$ cat src/rtl/fetch_pkg.sv
// fetch_pkg: shared types, constants and helpers for the instruction fetch unit
package fetch_pkg;

    typedef enum logic [1:0] {
        IDLE,
        REQ,
        WAIT
    } fetch_state_t;

    typedef struct packed {
        logic [31:0] pc;
        logic [31:0] instr;
    } fetch_entry_t;

    localparam logic [31:0] NOP_INSTR = 32'h0000_0013;

    function automatic logic [31:0] align_pc(input logic [31:0] pc);
        return {pc[31:2], 2'b00};
    endfunction

endpackage

$ cat src/rtl/fetch_fifo.sv
// fetch_fifo: first-word-fall-through prefetch buffer of {pc, instr} entries with flush
module fetch_fifo
    import fetch_pkg::*;
#(
    parameter int DEPTH = 4
)
(
    input  logic                       clk,
    input  logic                       rst,
    input  logic                       flush,
    input  logic                       push,
    input  fetch_entry_t               push_data,
    input  logic                       pop,
    output fetch_entry_t               head,
    output logic                       empty,
    output logic [$clog2(DEPTH):0]     count
);

    localparam int AW = $clog2(DEPTH);
    localparam int CW = AW + 1;

    fetch_entry_t mem_q [DEPTH];
    logic [AW-1:0] rd_q, rd_d, wr_q, wr_d;
    logic [CW-1:0] cnt_q, cnt_d;
    logic          full, do_push, do_pop;

    assign empty = cnt_q == '0;
    assign full  = cnt_q == CW'(DEPTH);
    assign count = cnt_q;
    assign head  = mem_q[rd_q];

    // pointer and occupancy next state; a flush discards everything, including a same-cycle push
    always_comb begin
        do_push = push && !flush && !full;
        do_pop  = pop && !flush && !empty;
        rd_d    = flush ? '0 : rd_q + AW'(do_pop);
        wr_d    = flush ? '0 : wr_q + AW'(do_push);
        cnt_d   = flush ? '0 : cnt_q + CW'(do_push) - CW'(do_pop);
    end

    // pointer and occupancy registers
    always_ff @(posedge clk or posedge rst) begin
        if (rst) begin
            rd_q  <= '0;
            wr_q  <= '0;
            cnt_q <= '0;
        end else begin
            rd_q  <= rd_d;
            wr_q  <= wr_d;
            cnt_q <= cnt_d;
        end
    end

    // entry storage; contents are only observed through a valid head, so no reset is needed
    always_ff @(posedge clk) begin
        if (do_push) mem_q[wr_q] <= push_data;
    end

    a_no_overflow: assert property (@(posedge clk) disable iff (rst) !(push && !flush && full));

endmodule

$ cat src/rtl/instruction_fetch_unit.sv
// instruction_fetch_unit: single-outstanding word fetcher feeding the core through a prefetch FIFO
module instruction_fetch_unit
    import fetch_pkg::*;
#(
    parameter int          DEPTH    = 4,
    parameter logic [31:0] RESET_PC = 32'h0000_0000
)
(
    input  logic        clk,
    input  logic        rst,
    input  logic        redirect_valid,
    input  logic [31:0] redirect_pc,
    output logic        imem_req,
    output logic [31:0] imem_addr,
    input  logic        imem_gnt,
    input  logic        imem_rvalid,
    input  logic [31:0] imem_rdata,
    output logic        instr_valid,
    output logic [31:0] instr,
    output logic [31:0] instr_pc,
    input  logic        instr_ready
);

    localparam int CW = $clog2(DEPTH) + 1;

    fetch_state_t  state_q, state_d;
    logic [31:0]   fetch_pc_q, fetch_pc_d;
    logic [31:0]   addr_q, addr_d;
    logic          req_q, req_d;
    logic          stale_q, stale_d;
    logic          push, pop, empty;
    logic [CW-1:0] count;
    fetch_entry_t  head, push_entry;

    assign imem_req    = req_q;
    assign imem_addr   = addr_q;
    assign instr_valid = !empty;
    assign instr       = instr_valid ? head.instr : '0;
    assign instr_pc    = instr_valid ? head.pc : '0;
    assign pop         = instr_valid && instr_ready;
    assign push_entry  = '{pc: addr_q, instr: imem_rdata};

    // fetch sequencing: issue only with a free FIFO slot, hold the request until granted, redirect overrides
    always_comb begin
        state_d    = state_q;
        fetch_pc_d = fetch_pc_q;
        addr_d     = addr_q;
        req_d      = req_q;
        stale_d    = stale_q;
        push       = 1'b0;
        case (state_q)
            IDLE: begin
                if (!redirect_valid && count < CW'(DEPTH)) begin
                    state_d = REQ;
                    req_d   = 1'b1;
                    addr_d  = fetch_pc_q;
                end
            end
            REQ: begin
                if (imem_gnt) begin
                    state_d    = WAIT;
                    req_d      = 1'b0;
                    fetch_pc_d = stale_q ? fetch_pc_q : fetch_pc_q + 32'd4;
                end
            end
            WAIT: begin
                if (imem_rvalid) begin
                    state_d = IDLE;
                    push    = !stale_q && !redirect_valid;
                    stale_d = 1'b0;
                end
            end
            default: state_d = IDLE;
        endcase
        if (redirect_valid) begin
            fetch_pc_d = align_pc(redirect_pc);
            if (state_q == REQ || (state_q == WAIT && !imem_rvalid)) stale_d = 1'b1;
        end
    end

    // fetch state registers
    always_ff @(posedge clk or posedge rst) begin
        if (rst) begin
            state_q    <= IDLE;
            fetch_pc_q <= RESET_PC;
            addr_q     <= RESET_PC;
            req_q      <= 1'b0;
            stale_q    <= 1'b0;
        end else begin
            state_q    <= state_d;
            fetch_pc_q <= fetch_pc_d;
            addr_q     <= addr_d;
            req_q      <= req_d;
            stale_q    <= stale_d;
        end
    end

    fetch_fifo #(.DEPTH(DEPTH)) u_fifo (
        .clk       (clk),
        .rst       (rst),
        .flush     (redirect_valid),
        .push      (push),
        .push_data (push_entry),
        .pop       (pop),
        .head      (head),
        .empty     (empty),
        .count     (count)
    );

    a_req_hold: assert property (@(posedge clk) disable iff (rst)
        imem_req && !imem_gnt |=> imem_req && $stable(imem_addr));

endmodule

$ cat config.mk
export PLATFORM = sky130hd
export DESIGN_NAME = instruction_fetch_unit
export DESIGN_NICKNAME = d
export VERILOG_FILES = /design/src/rtl/fetch_pkg.sv /design/src/rtl/fetch_fifo.sv /design/src/rtl/instruction_fetch_unit.sv
export SDC_FILE = /design/constraint.sdc
export NUM_CORES = 1
export LEC_CHECK = 0
export CAP_MARGIN = 20
export CORE_UTILIZATION = 50
export DETAILED_ROUTE_END_ITERATION = 12
export PLACE_DENSITY_LB_ADDON = 0.12
export SETUP_SLACK_MARGIN = 0.15
export SYNTH_ARGS = -nofsm -noshare
export SYNTH_HDL_FRONTEND = slang
export SYNTH_SLANG_ARGS = --single-unit
$ cat constraint.sdc
create_clock -name clk -period 18.1 [get_ports clk]
set_clock_uncertainty 0.2 [all_clocks]
set_input_delay 3.62 -clock clk [delete_from_list [all_inputs] [get_ports clk]]
set_output_delay 3.62 -clock clk [all_outputs]
set_load 0.05 [all_outputs]
==> results.py, run 1 <==
metrics = {
    "run_status": {
        "status": "finished clean",
    },
    "setup_path": {
        "max_stage_delay_ns": 0.78,
        "end_kind": "output port",
        "setup.worst_path.start": "u_fifo.rd_q[0]",
        "path_cells": "buf_4 -> mux4_2 -> nor2b_1 -> clkdlybuf4s50_1",
        "critical-path-top-delay-family": "buffers and inverters",
        "cp.buffers_inverters": 2,
        "worstRegToRegCells": 5,
        "reg2reg_to": "u_fifo.mem_q[2][55]",
        "regToRegSetupSlack_ns": 14.61,
        "endpoint": "instr_pc[16]",
        "criticalPathCategory": "flop to output port",
        "path_max_fanout": 39,
        "reg2reg_from": "state_q[0]",
        "arrival_ns": 3.56,
        "path_depth": 4,
        "critical_path.startpoint_type": "flop",
        "worst_ep_required_time_ns": 14.28,
        "slowest_stage": "clkdlybuf4s50_1",
    },
    "place": {
        "dpl_cell_area_mm2": 0.0147,
        "place_ws_ns": 10.78,
        "port_buffers": 161,
        "place.gp.congestion": 0.825,
        "dp_hpwl_um": 14200,
    },
    "grt": {
        "overflow": 0,
        "grtUsageTotal": 0.190,
        "grt_pass1_vias": 6802,
        "grt_pass1_wl_um": 38000,
        "grt_max_degree": 72,
        "use_met3": 0.0296,
        "met2_usage": 0.317,
        "busiest_layer": "met2",
        "grtUsageMet1": 0.263,
        "antenna_found_initial": 0,
    },
    "synth": {
        "netlist_area_mm2": 0.0128,
        "syn-instance-count": 715,
        "synth_top_cell_area_share": 0.584,
        "postSynthAreaPerCell_um2": 17.8,
        "synth_warnings": 0,
        "ys.flop_type": "edfxtp_1",
        "synthTopCellsByArea": "edfxtp_1, dfrtp_1, mux4_2",
        "synth-edff-count": 248,
        "synth_largest_area_cell": "edfxtp_1",
        "ys_seq_area_frac": 0.723,
        "ys_types": 36,
        "ys_seq_elements": 319,
        "async_reset_ff_frac": 0.223,
    },
    "timing": {
        "worst_slew_pin_slew_ns": 1.01,
        "final-max-slew-violation-count": 0,
        "setup_ws_ns": 10.72,
        "setup_viol_count_final": 0,
        "grt_setup_unrepaired": "no",
        "layout_min_cycle_time_ns": 7.38,
        "tns_ns": 0,
        "slew-limit-headroom": 0.325,
        "hold_viol": 0,
        "fmax_mhz": 136,
        "fin_crit_sh": 0.408,
    },
    "final_layout": {
        "area_delta_synth_final_pct": 23.8,
        "drive_above_1_share": 0.183,
        "fill_cells": 1844,
        "final_cell_mix": "edfxtp_1, clkdlybuf4s50_1, dfrtp_1, nor2b_1, mux4_2",
        "stdcell_area_mm2": 0.0158,
        "mostFrequentLayoutCell": "edfxtp_1",
        "num_antenna_cells": 0,
        "final_nets": 956,
    },
    "power": {
        "pwr-share-clk": 0.274,
        "pwr-share-comb": 0.325,
        "ir_drop_v": 0.0000772,
        "p_leak_nw": 5.29,
        "p_int_mw": 1.55,
        "p_sw_mw": 0.848,
        "switching_share": 0.353,
        "p_per_area_mw_per_mm2": 152,
        "power_mw": 2.40,
        "p_seq_frac": 0.400,
    },
    "floorplanning": {
        "ioPinCount": 168,
        "num_rows": 58,
        "coreArea_mm2": 0.0251,
        "die_x_um": 162,
        "initial_core_util": 0.508,
        "die-area_mm2": 0.0262,
        "die_h_um": 162,
    },
    "detailed_routing": {
        "routed_wl_um": 24200,
        "viasPerCell": 5.35,
        "wire_per_inst_um": 19.6,
        "first_pass_iters": 4,
        "drtIter0Drc": 283,
        "remaining_drc_errors": 0,
        "via_count": 6600,
        "ant_nets": 0,
    },
    "clock_network": {
        "path_clk_slew_ns": 0.06,
        "cts-resized-gates": 0,
        "cts_setup_buffers": 0,
        "numCtsBuffers": 31,
        "cts_buffer_depth": 3,
        "clock-sinks": 319,
        "worstSkewPairLatency_ns": 0.55,
        "cts_tree": "yes",
        "ctsHoldBuffers": 0,
        "cts-root-buf": "clkbuf_16",
        "htree_levels": 1,
    },
    "min_path": {
        "min_path_type": "flop to flop",
    },
    "job": {
        "maxCapViolCount": 0,
    },
}
==> per-layer routing <==
| metal | share of wire | up-vias |
|---|---|---|
| met4 | 0.016 | 0 |
| met3 | 0.050 | 31 |
| met2 | 0.49 | 176 |
| met1 | 0.44 | 3351 |
| li1 | - | 3042 |
| met5 | 0 | - |
==> worst min path at each step <==
stage,endpoint,slack [ns],cells past startpoint,from
5_1_grt,imem_req,0.31,1,imem_req
3_5_place_dp,imem_req,0.27,1,imem_req
4_1_cts,imem_req,0.30,1,imem_req
6_report,imem_req,0.30,1,imem_req
3_3_place_gp,imem_req,0.27,1,imem_req
2_1_floorplan,imem_addr[31],0.30,1,fetch_pc_q[31]
==> cells in the mapped netlist (6+ instances only) <==
cell type / number
nor3_1: 15
xnor2_1: 25
nor2_1: 12
buf_2: 10
dfrtp_1: 71
clkbuf_1: 25
nand3_1: 9
edfxtp_1: 248
nor2b_1: 66
mux2_2: 28
nand2_1: 45
nand4_1: 6
mux4_2: 62
o21ai_1: 9
and3_1: 6
o21ai_0: 21
inv_1: 12
xor2_1: 8
==> final cells by class <==
class / instances / area [µm²] / area share
timing repair buffer: 169 / 1680 / 0.106
inverter: 12 / 45.0 / 0.00285
tap: 330 / 413 / 0.0261
multi-input combinational: 347 / 3360 / 0.213
sequential: 319 / 9230 / 0.584
clock buffer: 43 / 923 / 0.0584
clock inverter: 14 / 149 / 0.00942
==> stage by stage <==
stage	cells	util	hold WS [ns]
after floorplan	718	-	0.301
after global placement	1176	0.586	0.266
after detailed placement	1176	0.586	0.275
after CTS	1233	0.628	0.302
after global routing	1234	0.629	0.312
final	1234	0.629	0.299
==> power by group through the flow <==
stage / clock network, mW / logic (mW) / registers [mW]
6_report: 0.659 / 0.781 / 0.962
5_1_grt: 0.702 / 0.817 / 0.973
4_1_cts: 0.675 / 0.791 / 0.963
3_5_place_dp: 0 / 0.789 / 0.978
3_3_place_gp: 0 / 0.785 / 0.971
2_1_floorplan: 0 / 0.419 / 1.06
==> logic make-up after synthesis <==
family / count (synthesis) / share of synthesized area
buffers and inverters: 52 / 0.0178
AOI/OAI and AO/OA: 36 / 0.0147
other: 1 / 0.000294
and+or+nand+nor: 175 / 0.0785
DFF: 319 / 0.723
adders and majority gates: 6 / 0.00647
xor gates and xnor gates: 33 / 0.0227
muxes: 93 / 0.137
==> registers in the layout, summed over array words and instances, names as in the netlist <==
| signal | cells |
|---|---|
| u_fifo.count | 3 |
| u_fifo.wr_q | 2 |
| stale_q | 1 |
| u_fifo.rd_q | 2 |
| imem_req | 1 |
| fetch_pc_q | 30 |
| state_q | 2 |
| imem_addr | 30 |
| u_fifo.mem_q | 248 |
==> worst reg2reg max path, stage by stage, from the launching register on <==
cell and delay [ns]:
dfrtp_1 0.48, or4_1 0.61, a21oi_1 0.42, nand2_1 0.17, nor2_4 0.51, buf_4 0.71
Note: power is estimated with default switching activity, not from simulation.
==> run 2, diff against run 1 <==
Clock period 18.1 ns to 6.8 ns, I/O delays scaled along.
==> results.py, run 2 (same netlist as run 1, synthesis figures left out) <==
metrics = {
    "run_status": {
        "status": "finished clean",
    },
    "final_layout": {
        "drive_above_1_share": 0.182,
        "area_delta_synth_final_pct": 24.6,
        "largest_reg_flops": 248,
        "mostFrequentLayoutCell": "edfxtp_1",
        "final_nets": 963,
        "largest-register": "u_fifo.mem_q",
        "num_antenna_cells": 0,
        "finalNonFillerCells": 1242,
        "stdcell_area_mm2": 0.0159,
        "final_cell_mix": "edfxtp_1, clkdlybuf4s50_1, dfrtp_1, nor2b_1, mux4_2",
    },
    "timing": {
        "slew-limit-headroom": 0.302,
        "layout_min_cycle_time_ns": 4.57,
        "setup_viol_count_final": 0,
        "final-max-slew-violation-count": 0,
        "hold_viol": 0,
        "fmax_mhz": 219,
        "fin_crit_sh": 0.672,
        "fin_hold_ws_ns": 0.281,
        "tns_ns": 0,
        "worst_slew_pin_slew_ns": 1.05,
        "grt_setup_unrepaired": "no",
    },
    "grt": {
        "grtUsageTotal": 0.199,
        "overflow": 0,
        "grt_pass1_wl_um": 39100,
        "grt_max_degree": 72,
        "grt_pass1_vias": 6967,
        "antenna_found_initial": 0,
    },
    "setup_path": {
        "end_kind": "output port",
        "critical_path.startpoint_type": "flop",
        "slowest_stage": "dfrtp_4",
        "worst_ep_required_time_ns": 5.24,
        "path_max_fanout": 63,
        "arrival_ns": 3.01,
        "max_stage_delay_ns": 1.08,
        "criticalPathCategory": "flop to output port",
        "regToRegSetupSlack_ns": 3.44,
        "path_cells": "mux4_2 -> nor2b_1 -> clkdlybuf4s50_1",
    },
    "power": {
        "p_leak_nw": 5.32,
        "p_per_area_mw_per_mm2": 407,
        "ir_drop_v": 0.000235,
    },
    "detailed_routing": {
        "ant_nets": 0,
        "drtIter0Drc": 313,
        "via_count": 6660,
        "first_pass_iters": 5,
        "viasPerCell": 5.36,
        "wire_per_inst_um": 20.1,
        "remaining_drc_errors": 0,
        "routed_wl_um": 25000,
    },
    "floorplanning": {
        "num_rows": 58,
        "die_h_um": 162,
        "ioPinCount": 168,
        "coreArea_mm2": 0.0251,
        "die_x_um": 162,
        "die-area_mm2": 0.0262,
        "initial_core_util": 0.508,
    },
    "clock_network": {
        "ctsHoldBuffers": 0,
        "path_clk_slew_ns": 0.06,
        "cts-root-buf": "clkbuf_16",
        "cts_buffer_depth": 3,
        "worstSkewPairLatency_ns": 0.50,
        "cts-resized-gates": 0,
        "htree_levels": 2,
        "clock-sinks": 319,
        "cts_tree": "yes",
        "cts_setup_buffers": 0,
        "numCtsBuffers": 34,
    },
    "place": {
        "dp_hpwl_um": 14900,
        "place.gp.congestion": 0.783,
        "dpl_cell_area_mm2": 0.0147,
        "port_buffers": 161,
        "placedCellCount": 1179,
    },
    "min_path": {
        "min_path_type": "flop to flop",
    },
    "job": {
        "maxCapViolCount": 0,
    },
}
-- run 2: cell types whose count changed in the layout (fill, tap and decap cells not counted), moves of 2 or more --
cell,before,now
clkinv_2,7,5
clkinv_1,2,7
clkbuf_1,4,6
clkbuf_16,33,37
clkbuf_8,6,1
buf_4,7,10
-- run 2: where the power goes --
| group | switching (mW) | internal, mW | leakage (nW) |
|---|---|---|---|
| registers | 0.205 | 2.35 | 3.11 |
| logic | 1.37 | 0.743 | 1.67 |
| clock network | 0.697 | 1.11 | 0.543 |
| total | 2.27 | 4.20 | 5.32 |
-- run 2: stage by stage --
step | power (mW) | util | setup WS, ns
floorplan | 3.95 | - | 1.14
global placement | 4.69 | 0.587 | 2.03
detailed placement | 4.73 | 0.587 | 1.89
CTS | 6.54 | 0.631 | 1.60
global route | 6.72 | 0.633 | 2.08
finish | 6.48 | 0.633 | 2.23
-- run 2: final timing paths --
path	start	endpoint	depth (start not counted)
max in group asynchronous	rst	u_fifo.rd_q[0]	3
worst max-delay path	u_fifo.rd_q[1]	instr[0]	3
worst min register to register	imem_req	imem_req	1
worst max register to register	state_q[0]	u_fifo.mem_q[2][9]	5
min in group asynchronous	rst	fetch_pc_q[25]	3
worst min-delay path	imem_req	imem_req	1
-- run 2: critical path, delay by kind of cell (launching register included) --
kind / cells / cell delay, ns
buf+inv: 1 / 0.83
flops: 1 / 1.08
mux: 1 / 0.35
simple gates: 1 / 0.20
-- run 2: cell type report --
type / count / area (µm²)
well taps: 330 / 413
repair buffers: 173 / 1730
fillers: 1797 / 9210
multi-input cells: 347 / 3360
clock inverters: 17 / 156
clock buffers: 44 / 962
inverters: 12 / 45.0
flip-flops and latches: 319 / 9230
-- run 2: routing by layer --
layer / wire length, µm / track usage / vias up
li1: - / - / 3057
met1: 10900 / 0.267 / 3396
met2: 12400 / 0.333 / 174
met3: 1200 / 0.0396 / 33
met4: 492 / 0.0549 / 0
met5: 0 / 0 / -
